<file path="src/rtl/run_pkg.sv">
// run_pkg: shared state type and default timing constants for the run sequencer
package run_pkg;
  typedef enum logic [2:0] {IDLE, LOAD, RSTC, RUN, FIN, TOUT} run_state_t;
  localparam int TIMEOUT_DEF = 4096;
  localparam int RST_CYCLES_DEF = 4;
endpackage

</file>
<file path="src/rtl/run_cycle_ctr.sv">
// run_cycle_ctr: cycle counter with clear, enable and terminal-count compare
module run_cycle_ctr #(
  parameter int CW = 16,
  parameter int TERM = 4095
) (
  input  logic          clk,
  input  logic          reset,
  input  logic          clr,
  input  logic          en,
  output logic [CW-1:0] count,
  output logic          term
);
  always_ff @(posedge clk or posedge reset)
    if (reset) count <= '0;
    else if (clr) count <= '0;
    else if (en) count <= count + CW'(1);
  assign term = count == CW'(TERM);
endmodule

</file>
<file path="src/rtl/run_ctrl.sv">
// run_ctrl: loads data memory, holds the core in reset, runs it until done, timeout or abort
module run_ctrl
  import run_pkg::*;
#(
  parameter int CW = 16,
  parameter int TIMEOUT = TIMEOUT_DEF,
  parameter int RST_CYCLES = RST_CYCLES_DEF,
  parameter int AW = 8
) (
  input  logic          clk,
  input  logic          reset,
  input  logic          start,
  input  logic          abort,
  input  logic          ld_valid,
  output logic          ld_ready,
  input  logic          ld_last,
  input  logic [AW-1:0] ld_addr,
  input  logic [7:0]    ld_data,
  output logic          mem_wr_en,
  output logic [AW-1:0] mem_addr,
  output logic [7:0]    mem_dat,
  output logic          core_reset,
  output logic          core_req,
  input  logic          core_done,
  output logic          busy,
  output logic          finished,
  output logic          timed_out,
  output logic          aborted,
  output logic [CW-1:0] cycle_count,
  output logic [AW:0]   load_count
);
  localparam int RW = $clog2(RST_CYCLES + 1);
  run_state_t state, state_next;
  logic [RW-1:0] rst_cnt;
  logic go, acc, term, run_en;
  assign go = start && (state == IDLE || state == FIN || state == TOUT);
  assign acc = ld_valid && ld_ready;
  assign run_en = state == RUN && state_next == RUN;
  always_ff @(posedge clk or posedge reset)
    if (reset) state <= IDLE;
    else state <= state_next;
  always_comb begin
    state_next = state;
    case (state)
      IDLE, FIN, TOUT: state_next = start ? LOAD : state;
      LOAD: state_next = abort ? IDLE : (acc && ld_last) ? RSTC : LOAD;
      RSTC: state_next = abort ? IDLE : (rst_cnt == '0) ? RUN : RSTC;
      RUN: state_next = abort ? IDLE : core_done ? FIN : term ? TOUT : RUN;
      default: state_next = IDLE;
    endcase
  end
  // ld_ready drops in the abort cycle so no beat is written on the way out
  always_comb begin
    ld_ready = state == LOAD && !abort;
    core_reset = state != RUN;
    core_req = state == RUN && cycle_count == '0;
    busy = state == LOAD || state == RSTC || state == RUN;
  end
  always_ff @(posedge clk or posedge reset)
    if (reset) begin
      rst_cnt <= '0;
      mem_wr_en <= 1'b0;
      mem_addr <= '0;
      mem_dat <= '0;
      finished <= 1'b0;
      timed_out <= 1'b0;
      aborted <= 1'b0;
      load_count <= '0;
    end else begin
      mem_wr_en <= acc;
      if (acc) begin
        mem_addr <= ld_addr;
        mem_dat <= ld_data;
      end
      if (go) begin
        finished <= 1'b0;
        timed_out <= 1'b0;
        aborted <= 1'b0;
        load_count <= '0;
      end else if (acc && !load_count[AW]) load_count <= load_count + (AW+1)'(1);
      rst_cnt <= (state == RSTC) ? rst_cnt - RW'(1) : RW'(RST_CYCLES - 1);
      if (busy && abort) aborted <= 1'b1;
      if (state_next == FIN) finished <= 1'b1;
      if (state_next == TOUT) timed_out <= 1'b1;
    end
  run_cycle_ctr #(.CW(CW), .TERM(TIMEOUT - 1)) u_ctr (
    .clk(clk), .reset(reset), .clr(go), .en(run_en), .count(cycle_count), .term(term)
  );
endmodule

</file>
<file path="config.mk">
export PLATFORM = sky130hd
export DESIGN_NAME = run_ctrl
export DESIGN_NICKNAME = d
export VERILOG_FILES = /design/src/rtl/run_pkg.sv /design/src/rtl/run_cycle_ctr.sv /design/src/rtl/run_ctrl.sv
export SDC_FILE = /design/constraint.sdc
export NUM_CORES = 1
export LEC_CHECK = 0
export CAP_MARGIN = 20
export CORE_MARGIN = 3
export CORE_UTILIZATION = 23
export DETAILED_ROUTE_END_ITERATION = 8
export PLACE_DENSITY = 0.55
export SYNTH_ARGS = -nofsm -noshare
export SYNTH_HDL_FRONTEND = slang
export SYNTH_SLANG_ARGS = --single-unit
</file>
<file path="constraint.sdc">
create_clock -name clk -period 3.3 [get_ports clk]
set_input_delay 0.66 -clock clk [delete_from_list [all_inputs] [get_ports clk]]
set_output_delay 0.66 -clock clk [all_outputs]
set_load 0.02 [all_outputs]
</file>
==> results_tabular.tex <==
\begin{tabular}{lr}
\hline
Metric & Value \\
\hline
\multicolumn{2}{l}{\textbf{Synth}} \\
Commonest cells in the netlist & 51 x dfrtp\_1, 16 x mux2\_2, 16 x nand2\_1 \\
Area fraction in compound gates after synthesis & 0.1203 \\
Simple-gate portion of the synthesized area & 0.2151 \\
Synth warnings & 0 \\
Post-synthesis sequential area ratio & 0.5010 \\
EDFF count, synth & 0 \\
Main combinational cell family by area after synthesis & simple AND/OR/NAND/NOR gates \\
XOR/XNOR Fraction of Synth Area & 0.01375 \\
Async S/R FF share, synth & 1.000 \\
Area contributors post-synth & dfrtp\_1 50\%, mux2\_2 7.1\%, a21oi\_1 2.8\%, ha\_1 2.5\%, nand2\_1 2.4\% \\
Total of flip-flops plus latches after synthesis & 51 \\
Mux cell area share after synthesis & 0.08251 \\
Number of unique standard cell types used by synthesis & 48 \\
Synthesized netlist cell count & 235 \\
Nets in the synthesized netlist & around 260 \\
Top\_reg\_cell synth & dfrtp\_1 \\
Mean post-synth cell area & 10.84 um\^{}2 \\
Synthesized-area fraction occupied by adder cells & 0.02456 \\
Most area-hungry cell type in the Yosys netlist & dfrtp\_1 \\
Most common cell in the netlist & dfrtp\_1 \\
Portion of synthesized cell area occupied by the leading cell type & 0.5010 \\
Synthesized area & approximately 2500 um\^{}2 \\
\multicolumn{2}{l}{\textbf{Detailed routing}} \\
Via count & $\sim$2100 \\
Post-DR vias/cell & 4.734 \\
Detailed-route DRC error count & 0 \\
First DRT Iteration DRCs & 98 \\
Total wire length after detailed routing & $\sim$6600 um \\
Mean routed wirelength per cell & 14.84 um \\
Count of antenna-violating nets left after detailed routing & 0 \\
First-pass iteration count of the detailed router & 4 \\
\multicolumn{2}{l}{\textbf{Floorplanning}} \\
Number of core rows & 37 \\
Overall die area & roughly 12000 um\^{}2 \\
Initial Utilization & 0.2413 \\
Die width & 111.2 um \\
Core region area & roughly 11000 um\^{}2 \\
Vertical die dimension & 111.2 um \\
Top-level port count & 72 \\
\multicolumn{2}{l}{\textbf{GRT}} \\
Initial antenna violation count & 0 \\
Total congestion overflow & 0 \\
Total global routing track utilization & 0.1090 \\
Maximum number of pins on one net before global-route repair & 22 \\
Number of global-route vias before repair & 2138 \\
Global-route wire length before repair & 11200 um \\
\multicolumn{2}{l}{\textbf{Timing}} \\
Sum Neg Setup Slack & 0 ns \\
Final count of hold timing violations & 0 \\
Unrepaired setup endpoints after global routing & no \\
Final critical-path share of the clock period & 0.9043 \\
Min Tclk post-route & roughly 3.0 ns \\
Worst slew margin relative to its limit & 0.5370 \\
Maximum operating frequency & roughly 0.34 GHz \\
Transition time at the pin with the least slew margin & 0.6891 ns \\
Max-slew violation count & 0 \\
Max Clock Skew & 0.01723 ns \\
Final-report setup violation count & 0 \\
\multicolumn{2}{l}{\textbf{Clocking}} \\
Number of levels in the clock H-tree & 2 \\
Number of CTS-inserted buffers & 5 \\
Root cell of the clock tree & clkbuf\_8 \\
Number of buffers between clock root and the deepest sink & 2 \\
Clock net sink count & 51 \\
CTS tree & built \\
Clk\_lat worst skew & 0.31 ns \\
Number of cells upsized or downsized after cts & 0 \\
Number of hold buffers added after cts & 0 \\
Clock transition at path regs & about 0.10 ns \\
Number of buffers inserted to repair setup after CTS & 0 \\
\multicolumn{2}{l}{\textbf{Power and ir drop}} \\
P\_leak & roughly 1.4 nW \\
Total Power Consumption & 2.048 mW \\
Maximum ir drop on the vdd rail & 0.3357 mV \\
Power per cell area & between 500 and 600 nW/um\^{}2 \\
\multicolumn{2}{l}{\textbf{Run}} \\
Max-cap violations & 0 \\
\multicolumn{2}{l}{\textbf{Setup path}} \\
Req. time, crit path & $\sim$2.6 ns \\
Highest net fanout along the worst path & 7 \\
Arrival time at the worst endpoint & 2.32 ns \\
Critical Path End Type & output port \\
Setup Crit Path Kind & reg -> out \\
Crit start category & register \\
Slack of the worst reg-to-reg path & 1.14 ns \\
\multicolumn{2}{l}{\textbf{Cells and area}} \\
NumNets Final & between 300 and 400 \\
Fraction of layout cells with a size suffix above 1 & 0.1140 \\
Filler cell count & 1118 \\
Design Area, Final & between 3000 and 4000 um\^{}2 \\
Count of antenna diodes in the layout & 0 \\
Cell Count, Final, Fillers Out & 443 \\
Layout-stage area growth over the synthesis result & 36.89\% \\
Sequential standard cell area & 1276 um\^{}2 \\
Final core utilization & 0.3304 \\
Multi-input gate area in the final layout & 1162 um\^{}2 \\
\multicolumn{2}{l}{\textbf{Place}} \\
Cell count after placement & 435 \\
Half-perimeter wire length of the detailed placement result & slightly below 5000 um \\
Routability cong. & 0.7695 \\
PortBufs & $\sim$70 \\
Area after detailed placement & 3391 um\^{}2 \\
\multicolumn{2}{l}{\textbf{Outcome}} \\
Run status & completed \\
\multicolumn{2}{l}{\textbf{Worst hold path}} \\
Min-Delay Path Class & reg -> reg \\
\hline
\end{tabular}
-- power by group --
part / leakage [nW] / switching [mW] / internal [mW] / total [mW]
Sequential: 0.661 / 0.0950 / 0.758 / 0.853
Clock: 0.0467 / 0.231 / 0.158 / 0.389
Combinational: 0.738 / 0.399 / 0.408 / 0.807
Total: 1.45 / 0.725 / 1.32 / 2.05
-- cells in the final DEF, fill, tap and decap left out, drive strengths merged, types with 8 or more instances in the layout --
| cell | count |
|---|---|
| clkdlybuf4s50 | 71 |
| dfrtp | 51 |
| mux2 | 16 |
| nand2 | 17 |
| inv | 11 |
| a21oi | 14 |
| nor2 | 10 |
| or4 | 8 |
-- per-layer routing --
metal / track usage / vias to the layer above / wire, um
li1: - / 1014 / -
met1: 0.1525 / 1029 / 3105
met2: 0.1709 / 49 / 3083
met3: 0.02620 / 5 / 336
met4: 0.02433 / 0 / 47
met5: 0 / - / 0
-- metrics by stage --
step           hold WS, ns  worst slack [ns]
6_report            0.4312            0.3159
5_1_grt             0.4786            0.2582
4_1_cts             0.4380            0.3071
3_5_place_dp        0.4236            0.4652
3_3_place_gp        0.4182            0.4626
2_1_floorplan       0.4059            0.8509
-- path summary, 6_finish.rpt --
check                                      from        endpoint  depth (start not counted)
worst max-delay path            u_ctr.count[12]        core_req                          3
worst min-delay path                 rst_cnt[0]      rst_cnt[0]                          1
worst max register to register  u_ctr.count[12]       timed_out                          5
worst min register to register       rst_cnt[0]      rst_cnt[0]                          1
max in group asynchronous                 reset  u_ctr.count[8]                          3
min in group asynchronous                 reset  u_ctr.count[3]                          2
-- logic make-up after synthesis --
group           count (synthesis)
simple gates                   89
compound gates                 46
xor+xnor                        4
flops                          51
buf+inv                        21
fa+ha+maj                       5
mux                            19
-- worst max-delay path: stages (launching register included) --
cell	delay, ns
dfrtp_1	0.47
or4_4	0.59
nor4_1	0.31
clkdlybuf4s50_1	0.66
-- sequential cells by signal, indices dropped and copies added, names as in the netlist --
name and flops:
u_ctr.count 16, load_count 9, mem_addr 8, mem_dat 8, rst_cnt 3, state 3
aborted 1, finished 1, mem_wr_en 1, timed_out 1
-- layout make-up --
cell class,count,area share
clock buffers,5,0.01973
clock inverters,3,0.007894
inverters,9,0.009688
multi-input cells,163,0.3333
flip-flops and latches,51,0.3660
well taps,136,0.04880
repair buffers,76,0.2146
(Power assumes the default switching activity.)
